$ cat config.mk
export PLATFORM = sky130hd
export DESIGN_NAME = display_scanner
export DESIGN_NICKNAME = d
export VERILOG_FILES = /design/src/rtl/display_scanner.sv
export SDC_FILE = /design/constraint.sdc
export NUM_CORES = 1
export LEC_CHECK = 0
export ABC_AREA = 1
export CORE_MARGIN = 2
export CORE_UTILIZATION = 47
export DETAILED_ROUTE_END_ITERATION = 8
export GPL_ROUTABILITY_DRIVEN = 0
export PLACE_DENSITY = 0.8
export SLEW_MARGIN = 10
export SYNTH_ARGS = -nofsm -noshare
export SYNTH_HDL_FRONTEND = slang
export SYNTH_SLANG_ARGS = --single-unit
$ cat constraint.sdc
create_clock -name clk -period 1.6 [get_ports clk]
set_clock_uncertainty 0.05 [all_clocks]
set_input_delay 0.48 -clock clk [delete_from_list [all_inputs] [get_ports clk]]
set_output_delay 0.48 -clock clk [all_outputs]
set_load 0.05 [all_outputs]
$ cat src/rtl/display_scanner.sv
// Time-multiplexed 8-digit scanner feeding the 7-segment decoder; blinks the edited field in set mode.
// Optional build macro LEADING_ZERO_BLANK_EN blanks a leading zero in the hour tens digit.
module display_scanner #(
  parameter int SCAN_DIV  = 100000,
  parameter int BLINK_DIV = 250
) (
  input  logic       clk,
  input  logic       rst_n,
  input  logic [7:0] hourBcd,
  input  logic [7:0] minBcd,
  input  logic [7:0] secBcd,
  input  logic       mode12h,
  input  logic       isPm,
  input  logic [1:0] setField,
  output logic [3:0] showCode,
  output logic [7:0] an
);

  localparam int DIV_W   = $clog2(SCAN_DIV);
  localparam int BLINK_W = (BLINK_DIV > 1) ? $clog2(BLINK_DIV) : 1;
  localparam logic [DIV_W-1:0]   DIV_LAST   = DIV_W'(SCAN_DIV - 1);
  localparam logic [BLINK_W-1:0] BLINK_LAST = BLINK_W'(BLINK_DIV - 1);

  logic [DIV_W-1:0]   div_cnt_q, div_cnt_d;
  logic [2:0]         digit_idx_q, digit_idx_d;
  logic [BLINK_W-1:0] blink_cnt_q, blink_cnt_d;
  logic               blink_phase_q, blink_phase_d;
  logic [7:0]         an_q, an_d;
  logic [3:0]         show_code_q, show_code_d;

  logic       tick;
  logic [3:0] digit_code;
  logic [1:0] digit_field;
  logic       blank;

  // Out-of-range BCD must never reach the decoder as A/P or other glyphs.
  function automatic logic [3:0] bcd_nibble(input logic [3:0] n);
    return (n > 4'd9) ? 4'hF : n;
  endfunction

  always_comb begin
    tick          = (div_cnt_q == DIV_LAST);
    div_cnt_d     = tick ? '0 : div_cnt_q + DIV_W'(1);
    digit_idx_d   = tick ? digit_idx_q + 3'd1 : digit_idx_q;
    blink_cnt_d   = blink_cnt_q;
    blink_phase_d = blink_phase_q;
    if (tick) begin
      if (blink_cnt_q == BLINK_LAST) begin
        blink_cnt_d   = '0;
        blink_phase_d = ~blink_phase_q;
      end else begin
        blink_cnt_d = blink_cnt_q + BLINK_W'(1);
      end
    end
  end

  always_comb begin
    digit_code  = 4'hF;
    digit_field = 2'd0;
    case (digit_idx_q)
      3'd7: begin
        digit_field = 2'd1;
`ifdef LEADING_ZERO_BLANK_EN
        digit_code  = (hourBcd[7:4] == 4'd0) ? 4'hF : bcd_nibble(hourBcd[7:4]);
`else
        digit_code  = bcd_nibble(hourBcd[7:4]);
`endif
      end
      3'd6: begin digit_field = 2'd1; digit_code = bcd_nibble(hourBcd[3:0]); end
      3'd5: begin digit_field = 2'd2; digit_code = bcd_nibble(minBcd[7:4]);  end
      3'd4: begin digit_field = 2'd2; digit_code = bcd_nibble(minBcd[3:0]);  end
      3'd3: begin digit_field = 2'd3; digit_code = bcd_nibble(secBcd[7:4]);  end
      3'd2: begin digit_field = 2'd3; digit_code = bcd_nibble(secBcd[3:0]);  end
      3'd1: digit_code = 4'hF;
      default: digit_code = mode12h ? (isPm ? 4'hB : 4'hA) : 4'hF;
    endcase

    // Field 0 means "none", so it can never match a digit's field.
    blank       = blink_phase_q && (setField != 2'd0) && (digit_field == setField);
    an_d        = blank ? 8'hFF : ~(8'b1 << digit_idx_q);
    show_code_d = blank ? 4'hF : digit_code;
  end

  always_ff @(posedge clk or negedge rst_n) begin
    if (!rst_n) begin
      div_cnt_q     <= '0;
      digit_idx_q   <= 3'd0;
      blink_cnt_q   <= '0;
      blink_phase_q <= 1'b0;
      an_q          <= 8'hFF;
      show_code_q   <= 4'hF;
    end else begin
      div_cnt_q     <= div_cnt_d;
      digit_idx_q   <= digit_idx_d;
      blink_cnt_q   <= blink_cnt_d;
      blink_phase_q <= blink_phase_d;
      an_q          <= an_d;
      show_code_q   <= show_code_d;
    end
  end

  assign an       = an_q;
  assign showCode = show_code_q;

endmodule

After elaboration in Yosys (flattened, before gate mapping)
Cells that the tools add are included.
{"block": "word_totals", "regBits": 41, "latchBits": 0, "ramBits": 0, "romBits": 0, "input_bits": 30, "out_inout_bits": 12, "mem_count": 0}
{"block": "classes", "add_sub_neg": 3, "n_mul": 0, "n_div": 0, "magnitude_cmp": 6, "eq_ne": 10, "shift": 1, "muxes": 14, "n_bitwise": 2, "n_reduce_logical": 7}
{"operator": "2-to-1 mux 4 bit", "count": 7}
{"operator": "one-hot mux 4 bit (7 select lines)", "count": 1}
{"operator": "> comparator 4 bit, second input constant", "count": 6}
{"operator": "adder 17 x 1 -> 17 bit, second input constant", "count": 1}
{"operator": "equality test 17 bit, second input constant", "count": 1}
{"operator": "2-to-1 mux 17 bit", "count": 1}
{"operator": "2-to-1 mux 8 bit", "count": 2}
{"operator": "equality test 3 bit, second input constant", "count": 4}
{"operator": "adder 8 x 1 -> 8 bit, second input constant", "count": 1}
{"operator": "equality test 8 bit, second input constant", "count": 1}
{"operator": "NOT 8 bit", "count": 1}
{"operator": "left shift 1 x 3 -> 8 bit, first input constant", "count": 1}
{"operator": "equality test 3 x 2 -> 1 bit, second input constant", "count": 2}
{"operator": "one-hot mux 2 bit (3 select lines)", "count": 1}
{"operator": "OR reduction 2 bit", "count": 3}
{"operator": "adder 3 x 1 -> 3 bit, second input constant", "count": 1}
{"operator": "equality test 3 x 1 -> 1 bit, second input constant", "count": 1}
{"operator": "2-to-1 mux 3 bit", "count": 1}
{"operator": "equality test 2 bit", "count": 1}
{"operator": "logical AND 1 bit", "count": 2}
{"operator": "AND reduction 2 bit", "count": 1}
{"operator": "nonzero test 2 bit", "count": 1}
{"operator": "2-to-1 mux 1 bit", "count": 1}
{"operator": "NOT 1 bit", "count": 1}

Longest topological paths before layout
{"block": "logic_depth", "ltp_word": 6, "mapped_depth": 11}

Least setup slack after synthesis
OpenSTA, ideal clock, no wires.
{"block": "synth_path", "path_type": "reg2reg", "start": "register digit_idx_q[0]", "end": "register show_code_q[0] (netlist: showCode[0])", "setup_ns": 0.066, "t_arrival_ns": 1.442, "t_required_ns": 1.484, "setup_slack_ns": 0.043, "stages_incl_launch_ff": 9, "period_less_slack_ns": 1.557, "path_cell_list": "dfrtp_1 -> ha_1 -> ha_1 -> nor2_1 -> a21oi_1 -> nor2_1 -> nand3_2 -> buf_6 -> nand4_1"}
{"block": "synth_via", "elab_chain_len": 6}
{"item": "start: declaration", "line_no": "25", "text": "logic [2:0] digit_idx_q, digit_idx_d;"}
{"item": "start signal: assignment", "line_no": "94", "text": "digit_idx_q <= digit_idx_d;"}
{"item": "equality test 3 x 2 -> 1 bit / equality test 3 bit (equally long branches)", "line_no": "60", "text": "case (digit_idx_q)"}
{"item": "OR reduction 2 bit (no source line)"}
{"item": "one-hot mux 2 bit (3 select lines)", "line_no": "60"}
{"item": "equality test 2 bit", "line_no": "79", "text": "blank = blink_phase_q && (setField != 2'd0) && (digit_field == setField);"}
{"item": "logical AND 1 bit", "line_no": "79"}
{"item": "2-to-1 mux 4 bit (*)", "line_no": "81", "text": "show_code_d = blank ? 4'hF : digit_code;"}
{"item": "named net show_code_d[0]", "line_no": "29", "text": "logic [3:0] show_code_q, show_code_d;"}
{"item": "end signal: assignment", "line_no": "98", "text": "show_code_q <= show_code_d;"}
{"item": "end: declaration", "line_no": "29"}
The timed path passes the listed nets; every way through them passes the cells marked *.
A chain may end at the register's enable or synchronous reset.

Worst setup path in the final report
{"block": "layout_path", "start": "register digit_idx_q[1]", "end": "register show_code_q[0] (netlist: showCode[0])"}
The elaborated chain is that of the path after synthesis.

==> results.sh <==
export IMPL_p_int_uw=1438
export IMPL_clkTransAtPathRegs_ns=0.08
export IMPL_die_w_um=76.35
export IMPL_r2r_cells=7
export IMPL_yosysSeqAreaShare_pct=42.32
export IMPL_powerDensity_nw_per_um2=546.2
export IMPL_syn2layout_area_growth_pct=41.66
export IMPL_clk_latency_ns=0.31
export IMPL_status="finished with violations"
export IMPL_worst_path_buf_inv=0
export IMPL_met1_usage_pct=26.82
export IMPL_pre_cts_slack_ns=-0.1478
export IMPL_cts_made_buffers=5
export IMPL_final_nets=440
export IMPL_ios=42
export IMPL_switching_power_uw=464.7
export IMPL_pwr_share_seq_pct=54.8
export IMPL_ys_types=27
export IMPL_endpoint_kind="flop"
export IMPL_cts_tree="yes"
export IMPL_power_switching_share_pct=24.42
export IMPL_wl_per_cell_um=13.29
export IMPL_dpl_hpwl_mm=4.506
export IMPL_ir_drop_mv=0.6209
export IMPL_overflow=0
export IMPL_antenna_cells=0
export IMPL_netlist_top_cells_area="dfrtp_1 30%, nand2_1 13%, dfstp_2 13%, inv_1 8.2%, nor2_1 5.3%"
export IMPL_port_buffers=41
export IMPL_htreeDepth=2
export IMPL_viasPerCell=5.119
export IMPL_netlist_top_cell_by_area="dfrtp_1"
export IMPL_use_met3_pct=3.555
export IMPL_wirelength_mm=6.271
export IMPL_drv_cap=0
export IMPL_die_area_um2=5829
export IMPL_finalMaxSlewViolations=0
export IMPL_drive_gt1_share_pct=25.37
export IMPL_path_class="reg2reg"
export IMPL_synth_fp_nets=370
export IMPL_grt_pass1_vias=2336
export IMPL_ys_warn_count=0
export IMPL_setup_slack_ns=-0.03187
export IMPL_min_path_type="in2async"
export IMPL_cts_buffer_depth=2
export IMPL_firstDrtPassIters=4
export IMPL_initial_core_util_pct=48.47
export IMPL_reg2reg_slack_ns=-0.03
export IMPL_antenna_found_initial=0
export IMPL_power_uw=1903
export IMPL_worstPathRequired_ns=1.80
export IMPL_timing_rr_start="digit_idx_q[1]$_DFFE_PN0N_"
export IMPL_vias=2416
export IMPL_fin_area_um2=3485
export IMPL_gr_usage_met2_pct=37.70
export IMPL_rows=26
export IMPL_worst_path_max_fanout=6
export IMPL_cp_top_family="simple AND/OR/NAND/NOR gates"
export IMPL_max_slew_margin_pct=69.31
export IMPL_top_usage_layer="met2"
export IMPL_clkSinkCount=41
export IMPL_clkPwrFrac_pct=36.2
export IMPL_drt_antenna_violating_nets=0
export IMPL_hold_buffers=0
export IMPL_grt_first_pass_wirelength_mm=10.18
export IMPL_initialDrtViolationCount=127
export IMPL_grt_setup_unrepaired="yes"
export IMPL_netlist_instances=331
export IMPL_critPathLaunchType="flop"
export IMPL_crit_slowest_cell="dfrtp_2"
export IMPL_syn_area_per_cell_um2=7.432
export IMPL_yosysTopAreaCellShare_pct=29.50
export IMPL_tightest_slew_ns=0.4603
export IMPL_die_h_um=76.35
export IMPL_synth_seq_cells=41
export IMPL_place_area_um2=3193
export IMPL_coreArea_um2=5075
export IMPL_leakage_uw=0.001680
export IMPL_root_buffer="clkbuf_8"
export IMPL_cpPeakStageDelay_ns=0.45
export IMPL_min_period_ns=1.632
export IMPL_critical_path_cell_chain="ha_4 > ha_4 > nor2_4 > a21oi_1 > nor2_4 > nand3_4 > nand4_1"
export IMPL_synthesis_area_um2=2460
export IMPL_grt_use_total_pct=21.69
export IMPL_hold_viol=0
export IMPL_crit_arrival_ns=1.83
export IMPL_r2r_end="showCode[0]$_DFF_PN1_"
export IMPL_pwr_share_comb_pct=9.0
export IMPL_setup_viol=4
export IMPL_drc=0
export IMPL_max_freq_mhz=612.8
export IMPL_grt_max_degree=22
export IMPL_timing_final_crit_share_pct=102.0
export IMPL_violations="setup timing"
==> cell type report <==
type	instances	area, um^2
multi-input combinational	231	1339
inverter	58	224.0
tap	70	87.58
clock buffer	5	68.82
clock inverter	3	17.52
timing repair buffer	64	705.7
sequential	41	1042
fill	398	1590
==> state kept, by name, summed over array words and instances (netlist names) <==
name and count:
blink_cnt_q 8, showCode 4, div_cnt_q 17, an 8, blink_phase_q 1, digit_idx_q 3
==> through the flow <==
step	setup TNS (ns)	instances	utilization (%)	hold slack (ns)
final	-0.07197	472	68.66	0.06406
after global routing	-0.8057	472	68.66	0.09292
after CTS	0	469	65.58	0.07062
after detailed placement	-1.621	459	62.92	0.4012
after global placement	-1.200	459	62.92	0.3930
after floorplan	0	331	-	0.1344
==> timing repair <==
item / CTS / global route
setup buffers: 1 / 3
pin swaps: 3 / 16
cloned: 1 / 0
gates resized for setup: 12 / 34
endpoints found under the setup margin: 19 / 23
==> cell usage in the layout (no fill, tap or decap), types with 15 or more instances in the layout <==
master / instances
nand3_1: 16
dfrtp_1: 28
nor2_1: 30
nand2_1: 79
inv_1: 51
clkdlybuf4s50_1: 28
o21ai_0: 18
a21oi_1: 15
buf_4: 21
==> worst max path at each step <==
| stage | startpoint | end | slack (ns) | cells after the start |
|---|---|---|---|---|
| floorplan | digit_idx_q[0]$_DFFE_PN0N_ | showCode[0]$_DFF_PN1_ | 0.04 | 8 |
| global placement | setField[0] | showCode[1]$_DFF_PN1_ | -0.12 | 6 |
| detailed placement | setField[0] | an[1]$_DFF_PN1_ | -0.15 | 6 |
| CTS | digit_idx_q[0]$_DFFE_PN0N_ | showCode[2]$_DFF_PN1_ | 0.001 | 8 |
| global route | digit_idx_q[1]$_DFFE_PN0N_ | showCode[0]$_DFF_PN1_ | -0.11 | 9 |
| finish | digit_idx_q[1]$_DFFE_PN0N_ | showCode[0]$_DFF_PN1_ | -0.03 | 7 |
==> routing by layer <==
metal	part of all wire [%]	vias up
li1	-	1176
met1	41	1149
met5	0	-
met4	2.2	0
met3	4.6	13
met2	52	78
==> cells by family after synthesis <==
family          count (synthesis)  synth area share, %
simple gates                  163                28.99
compound gates                 46                10.02
flops                          41                42.32
buf+inv                        60                9.816
xor+xnor                       12                4.273
fa+ha+maj                       9                4.578
==> power groups by stage <==
| stage | sequential [uW] | combinational (uW) | clock (uW) |
|---|---|---|---|
| floorplan | 1070 | 30.3 | 0 |
| global placement | 1060 | 165 | 0 |
| detailed placement | 1060 | 167 | 0 |
| CTS | 1040 | 170 | 691 |
| global route | 1040 | 189 | 730 |
| finish | 1040 | 171 | 688 |
==> Yosys cell counts <==
cell and count:
nor3_4 1, o22ai_1 2, a21o_1 2, inv_2 2, inv_1 54, dfstp_2 12
o21ai_1 2, nor3_1 2, nand3_1 18, ha_1 9, a21oi_1 15, dfrtp_1 29
xor2_1 10, xnor2_1 2, nand4_1 7, o21ai_2 1, o21ai_0 22, o21bai_1 2
nand2_1 85, nand2_2 4, nor2_2 8, nand3b_1 1, buf_6 2, clkinv_2 1
nor2_1 35, clkinv_1 1, nand3_2 2
Power figures use the tool's default switching activity.
